$ cat src/rtl/itoa_pkg.sv
// Shared Forth-core types and constants for the integer-to-ASCII converter.
// No logic; state encoding, ASCII constants and digit-stack depth only.
package forthsuper_pkg;

  typedef enum logic [2:0] {IT0, SGN, CNV, EMT, TRM} itoa_sts;

  localparam logic [7:0] ASC_0     = 8'h30;
  localparam logic [7:0] ASC_A     = 8'h61;
  localparam logic [7:0] ASC_MINUS = 8'h2d;

  // decimal digit count of 2^32
  localparam int DEPTH = 10;

  function automatic logic [7:0] asc(input logic [3:0] d);
    return (d < 4'd10) ? ASC_0 + {4'd0, d} : ASC_A + {4'd0, d} - 8'd10;
  endfunction

endpackage

$ cat src/rtl/itoa_if.sv
// Start/result and byte-write bundle between a requester and itoa.
// Requester drives en/hex/vi/ai; itoa drives the write strobe and status.
interface itoa_if #(
  parameter int DSZ = 32,
  parameter int ASZ = 17
);
  logic           en;
  logic           hex;
  logic [DSZ-1:0] vi;
  logic [ASZ-1:0] ai;
  logic           we;
  logic [ASZ-1:0] ao;
  logic [7:0]     vo;
  logic           bsy;
  logic [4:0]     len;
  logic [2:0]     st;

  modport master (output en, hex, vi, ai, input we, ao, vo, bsy, len, st);
  modport slave  (input en, hex, vi, ai, output we, ao, vo, bsy, len, st);
endinterface

$ cat src/rtl/itoa_div.sv
// Sequential restoring divide of a DSZ-bit unsigned value by 10.
// Latency: start cycle performs the first step, done after DSZ cycles; start restarts at any time.
module itoa_div #(
  parameter int DSZ = 32
) (
  input  logic           clk,
  input  logic           rst,
  input  logic           start,
  input  logic [DSZ-1:0] n,
  output logic [DSZ-1:0] q,
  output logic [3:0]     r,
  output logic           done
);
  localparam int CW = $clog2(DSZ + 1);

  logic [DSZ-1:0] a, a_nx, src;
  logic [3:0]     rem, rem_nx;
  logic [4:0]     part, diff;
  logic [CW-1:0]  cnt;
  logic           act, ge;

  // a shifts dividend bits out of the top while quotient bits enter at the bottom
  always_comb begin
    src    = start ? n : a;
    part   = {(start ? 4'd0 : rem), src[DSZ-1]};
    diff   = part - 5'd10;
    ge     = ~diff[4];
    a_nx   = {src[DSZ-2:0], ge};
    rem_nx = ge ? diff[3:0] : part[3:0];
  end

  always_ff @(posedge clk) begin
    if (rst) begin
      a   <= '0;
      rem <= '0;
      cnt <= '0;
      act <= 1'b0;
    end else if (start) begin
      a   <= a_nx;
      rem <= rem_nx;
      cnt <= CW'(DSZ - 1);
      act <= 1'b1;
    end else if (act && cnt != '0) begin
      a   <= a_nx;
      rem <= rem_nx;
      cnt <= cnt - CW'(1);
    end else if (act) begin
      act <= 1'b0;
    end
  end

  assign q    = a;
  assign r    = rem;
  assign done = act && (cnt == '0);
endmodule

$ cat src/rtl/itoa.sv
// Integer to ASCII (signed decimal / unsigned hex), one byte per cycle MSD first; no backpressure, en ignored while bsy.
// Latency hex 1+2*digits, decimal 1+neg+digits*(DSZ+2); FORTHSUPER_ITOA_NUL_EN adds a NUL write in TRM.
module itoa #(
  parameter int DSZ = 32,
  parameter int ASZ = 17
) (
  input logic   clk,
  input logic   rst,
  itoa_if.slave io
);
  import forthsuper_pkg::*;

  itoa_sts        st_r;
  logic           we_r, bsy_r, hexr, dgo;
  logic [ASZ-1:0] ao_r, nxt;
  logic [7:0]     vo_r;
  logic [4:0]     len_r;
  logic [DSZ-1:0] mag, dq;
  logic [3:0]     dr, dig;
  logic [3:0]     stk [DEPTH];
  logic [3:0]     sp;
  logic           ddone, dstart, dv, last, push;

  itoa_div #(.DSZ(DSZ)) u_div (
    .clk   (clk),
    .rst   (rst),
    .start (dstart),
    .n     (mag),
    .q     (dq),
    .r     (dr),
    .done  (ddone)
  );

  always_comb begin
    dstart = (st_r == CNV) && !hexr && !dgo;
    dv     = hexr || (dgo && ddone);
    dig    = hexr ? mag[3:0] : dr;
    last   = hexr ? (mag[DSZ-1:4] == '0) : (dq == '0);
    push   = (st_r == CNV) && dv && !last;
  end

  // the most significant digit is emitted directly instead of pushed
  always_ff @(posedge clk) begin
    if (push) stk[sp] <= dig;
  end

  always_ff @(posedge clk) begin
    if (rst) begin
      st_r  <= IT0;
      we_r  <= 1'b0;
      bsy_r <= 1'b0;
      ao_r  <= '0;
      vo_r  <= '0;
      len_r <= '0;
      sp    <= '0;
      dgo   <= 1'b0;
      hexr  <= 1'b0;
      mag   <= '0;
      nxt   <= '0;
    end else begin
      we_r <= 1'b0;
      case (st_r)
        IT0: if (io.en) begin
          hexr  <= io.hex;
          bsy_r <= 1'b1;
          len_r <= '0;
          sp    <= '0;
          dgo   <= 1'b0;
          if (!io.hex && io.vi[DSZ-1]) begin
            mag   <= -io.vi;
            we_r  <= 1'b1;
            vo_r  <= ASC_MINUS;
            ao_r  <= io.ai;
            nxt   <= io.ai + ASZ'(1);
            len_r <= 5'd1;
            st_r  <= SGN;
          end else begin
            mag  <= io.vi;
            nxt  <= io.ai;
            st_r <= CNV;
          end
        end
        SGN: st_r <= CNV;
        CNV: begin
          if (dstart) begin
            dgo <= 1'b1;
          end else if (dv) begin
            dgo <= 1'b0;
            if (last) begin
              we_r  <= 1'b1;
              vo_r  <= asc(dig);
              ao_r  <= nxt;
              nxt   <= nxt + ASZ'(1);
              len_r <= len_r + 5'd1;
              st_r  <= EMT;
            end else begin
              sp  <= sp + 4'd1;
              mag <= hexr ? (mag >> 4) : dq;
            end
          end
        end
        EMT: begin
          if (sp != '0) begin
            we_r  <= 1'b1;
            vo_r  <= asc(stk[sp - 4'd1]);
            ao_r  <= nxt;
            nxt   <= nxt + ASZ'(1);
            len_r <= len_r + 5'd1;
            sp    <= sp - 4'd1;
          end else begin
`ifdef FORTHSUPER_ITOA_NUL_EN
            we_r <= 1'b1;
            vo_r <= 8'h00;
            ao_r <= nxt;
`endif
            st_r <= TRM;
          end
        end
        TRM: begin
          bsy_r <= 1'b0;
          st_r  <= IT0;
        end
        default: st_r <= IT0;
      endcase
    end
  end

  assign io.we  = we_r;
  assign io.ao  = ao_r;
  assign io.vo  = vo_r;
  assign io.bsy = bsy_r;
  assign io.len = len_r;
  assign io.st  = st_r;
endmodule

$ cat src/flat_wrapper.sv
// flat-port wrapper written by rule: the top's interface ports become plain ports
module itoa_flat import forthsuper_pkg::*;
#(
  parameter int DSZ = 32,
  parameter int ASZ = 17
)
  (clk, rst, io_en, io_hex, io_vi, io_ai, io_we, io_ao, io_vo, io_bsy, io_len, io_st);
  itoa_if #(.DSZ(DSZ), .ASZ(ASZ)) io_i ();
  input logic clk;
  input logic rst;
  input wire logic [$bits(io_i.en)-1:0] io_en;
  input wire logic [$bits(io_i.hex)-1:0] io_hex;
  input wire logic [$bits(io_i.vi)-1:0] io_vi;
  input wire logic [$bits(io_i.ai)-1:0] io_ai;
  output wire logic [$bits(io_i.we)-1:0] io_we;
  output wire logic [$bits(io_i.ao)-1:0] io_ao;
  output wire logic [$bits(io_i.vo)-1:0] io_vo;
  output wire logic [$bits(io_i.bsy)-1:0] io_bsy;
  output wire logic [$bits(io_i.len)-1:0] io_len;
  output wire logic [$bits(io_i.st)-1:0] io_st;
  assign io_i.en = io_en;
  assign io_i.hex = io_hex;
  assign io_i.vi = io_vi;
  assign io_i.ai = io_ai;
  assign io_we = io_i.we;
  assign io_ao = io_i.ao;
  assign io_vo = io_i.vo;
  assign io_bsy = io_i.bsy;
  assign io_len = io_i.len;
  assign io_st = io_i.st;
  itoa #(.DSZ(DSZ), .ASZ(ASZ)) u_core (.clk(clk), .rst(rst), .io(io_i));
endmodule
$ cat config.mk
export PLATFORM = sky130hd
export DESIGN_NAME = itoa_flat
export DESIGN_NICKNAME = d
export VERILOG_FILES = /design/src/rtl/itoa_pkg.sv /design/src/rtl/itoa_if.sv /design/src/rtl/itoa_div.sv /design/src/rtl/itoa.sv /design/src/flat_wrapper.sv
export SDC_FILE = /design/constraint.sdc
export NUM_CORES = 1
export LEC_CHECK = 0
export BUFFER_PORTS_ARGS = -buffer_cell sky130_fd_sc_hd__buf_2
export CAP_MARGIN = 5
export CORE_ASPECT_RATIO = 1.75
export CORE_MARGIN = 2
export CORE_UTILIZATION = 30
export DETAILED_ROUTE_END_ITERATION = 10
export GPL_ROUTABILITY_DRIVEN = 0
export PLACE_DENSITY_LB_ADDON = 0.15
export SETUP_SLACK_MARGIN = 0.15
export SYNTH_ARGS = -nofsm -noshare
export SYNTH_HDL_FRONTEND = slang
export SYNTH_SLANG_ARGS = --single-unit
$ cat constraint.sdc
create_clock -name clk -period 4.16 [get_ports clk]
set_clock_uncertainty 0.2 [all_clocks]
set_input_delay 0.832 -clock clk [delete_from_list [all_inputs] [get_ports clk]]
set_output_delay 0.832 -clock clk [all_outputs]
set_load 0.02 [all_outputs]
==> results.cfg <==
[detailed_routing]
vias = 8277
drt_iter0_drc = 504
avgViaCountPerCell = 5.27
ant_nets = 0
wl_per_cell_um = 18.1
finalWirelength_mm = 28.5
drc = 0
dr.pass1.iters = 5

[cts]
cts_resized = 0
clk_latency_ns = 0.45
cts_hold_buffers = 0
cts_made_buffers = 17
post_cts_buffers = 0
h-tree-depth = 4
clockBufferDepth = 2
cts_tree = done
clkTransAtPathRegs_ns = 0.07
cts_sinks = 172
cts_root_buffer = clkbuf_16

[critical_path]
crit_path_cell_trace = nor2_1 > nand2_1 > nor3_1 > or2_2 > o21ai_0 > a211oi_1
cpMaxStageDelayCell = nor3_1
criticalPathCategory = reg2reg
start_kind = flip-flop
crit_path_end_kind = flip-flop
r2r-start = u_core.io.st[0]
critPathMaxStageDelay_ns = 1.01
worstPathArrival_ns = 3.53
required_ns = 4.32
path_max_fanout = 13
startpoint = u_core.io.st[0]

[layout]
drive_gt1_share_pct = 14.7
antenna_cells = 0
syn_to_final_growth_pct = 14.0
finalNonFillerCells = 1572
nets = 1229
stdcell_area_mm2 = 0.0108

[yosys]
synthCells = 1121
syn_nets = 1187
synthMostInstantiatedCell = nand2_1
synth_edf_count = 40
ys_types = 67
ys_seq_area_share_pct = 40.7
synthTopCellsByCount = nand2_1, dfxtp_1, nor2_1, a21oi_1, clkbuf_1
synth_top_area_cell = dfxtp_1
yosysWarnings = 0
syn-mean-instance-area_um2 = 8.43
synth.area.top_cells = dfxtp_1, edfxtp_1, nand2_1, nor2_1, mux2i_1
synth_flop_cell = dfxtp_1
netlist_area_mm2 = 0.00945
async_flop_share_pct = 0
yosysTopAreaCellShare_pct = 28.0
ys_ff_latch = 172

[power_and_ir_drop]
leakage_nw = 3.80
p_int_w = 0.00336
worst_ir_drop_vdd_v = 0.000321
pwr-share-comb_pct = 28.4
switching_share_pct = 36.2
power_frac_seq_pct = 41.8
p_per_area_mw_per_mm2 = 489
p_clk_share_pct = 29.8
netSwitchingPower_w = 0.00190

[sta]
finalSetupViolCount = 0
fin_hold_ws_ns = 0.265
slew-limit-headroom_pct = 23.0
maxSlewViolCount = 0
finalCriticalPeriod_ns = 3.36
fmaxAchievable_mhz = 297
tightestPinTransition_ns = 1.15
hold_viol_final = 0
rsz0062_at_grt = no
worst_slack_ns = 0.797
tns_ns = 0
fin_crit_sh_pct = 80.8

[outcome]
outcome = completed

[floorplanning]
rows = 86
core_area_mm2 = 0.0313
initial_core_util_pct = 30.2
die_width_um = 138
ios = 88
dieArea_mm2 = 0.0330
die_h_um = 239

[place]
dpl_worst_slack_ns = 0.771
placed_area_mm2 = 0.0102
place_inst = 1540
dp_hpwl_mm = 20.2
port_buffers = 86

[grt]
grt_overflow = 0
antenna_found_initial = 1
grt_max_degree = 71
gr-usage-all-layers_pct = 17.3
grt_pass1_wl_mm = 45.6
grt_pass1_vias = 8151

[worst_hold_path]
worstHoldStart = u_core.io.vo[5]
hold_path.class = reg2reg

[flow_run]
cap_violations = 0
## layout by cell type (no fill, tap or decap), drive strengths merged, types with 14 or more instances in the layout
master	instances
nor2	120
o211ai	29
o21ai	46
inv	14
clkbuf	18
buf	103
a311oi	56
nor3	37
mux2i	40
nor4	21
edfxtp	40
xnor2	27
dfxtp	132
nand2	209
a211oi	18
xor2	33
nand3	19
a21oi	76
## worst max-delay path, delay by kind of cell (launching register included)
family / cells / cell delay (ns)
AND/OR/NAND/NOR: 4 / 2.26
AO/OA/AOI/OAI: 2 / 0.39
flip-flops: 1 / 0.42
## state kept, by name, indices dropped and copies added, names as in the netlist, 3 cells and up
signal,flops
u_core.io.ao,17
u_core.io.len,5
u_core.io.st,3
u_core.io.vo,7
u_core.mag,32
u_core.nxt,17
u_core.sp,4
u_core.stk,40
u_core.u_div.cnt,6
u_core.u_div.q,32
u_core.u_div.r,4
## stage by stage
step | power [W] | util [%]
CTS | 0.00533 | 34.4
detailed placement | 0.00376 | 32.6
finish | 0.00526 | 34.4
global route | 0.00558 | 34.4
floorplan | 0.00325 | -
global placement | 0.00375 | 32.6
## layout make-up
class                           count  area [um^2]
Clock buffer                       18          429
Clock inverter                     14          130
Fill cell                        3246        20500
Inverter                           14         52.6
Multi-Input combinational cell    855         5230
Sequential cell                   172         3840
Tap cell                          396          495
Timing Repair Buffer              103          586
## cell families (layout without fill, tap and decap cells)
kind of cell / count (synthesis) / in the layout / synth area share [%]
adder cells (fa/ha/maj): 13 / 13 / 1.72
flip-flops: 172 / 172 / 40.7
other: 1 / 1 / 0.0397
XOR/XNOR: 60 / 60 / 5.56
buffers and inverters: 94 / 149 / 4.09
multiplexers: 48 / 48 / 5.90
AND/OR/NAND/NOR: 475 / 475 / 22.6
AO/OA/AOI/OAI: 258 / 258 / 19.4
## worst paths after layout
kind                                        end  slack (ns)  depth (start not counted)
worst min register to register  u_core.io.vo[5]        0.26                          2
worst min-delay path            u_core.io.vo[5]        0.26                          2
worst max-delay path             u_core.nxt[10]        0.80                          6
worst max register to register   u_core.nxt[10]        0.80                          6
## routing by layer
metal | vias up | share of wire, % | GRT usage, %
li1 | 4132 | - | -
met1 | 3965 | 41 | 19.9
met2 | 145 | 54 | 32.3
met3 | 33 | 2.5 | 2.54
met4 | 2 | 2.1 | 6.22
met5 | - | 0.056 | 0
## power by group through the flow
stage	Combinational, W	Clock (W)	Sequential, W
after floorplan	0.00105	0	0.00219
after global placement	0.00151	0	0.00224
after detailed placement	0.00152	0	0.00224
after CTS	0.00152	0.00161	0.00220
after global routing	0.00168	0.00166	0.00223
final	0.00149	0.00157	0.00220
No activity file was read; power rests on OpenSTA's default activity.
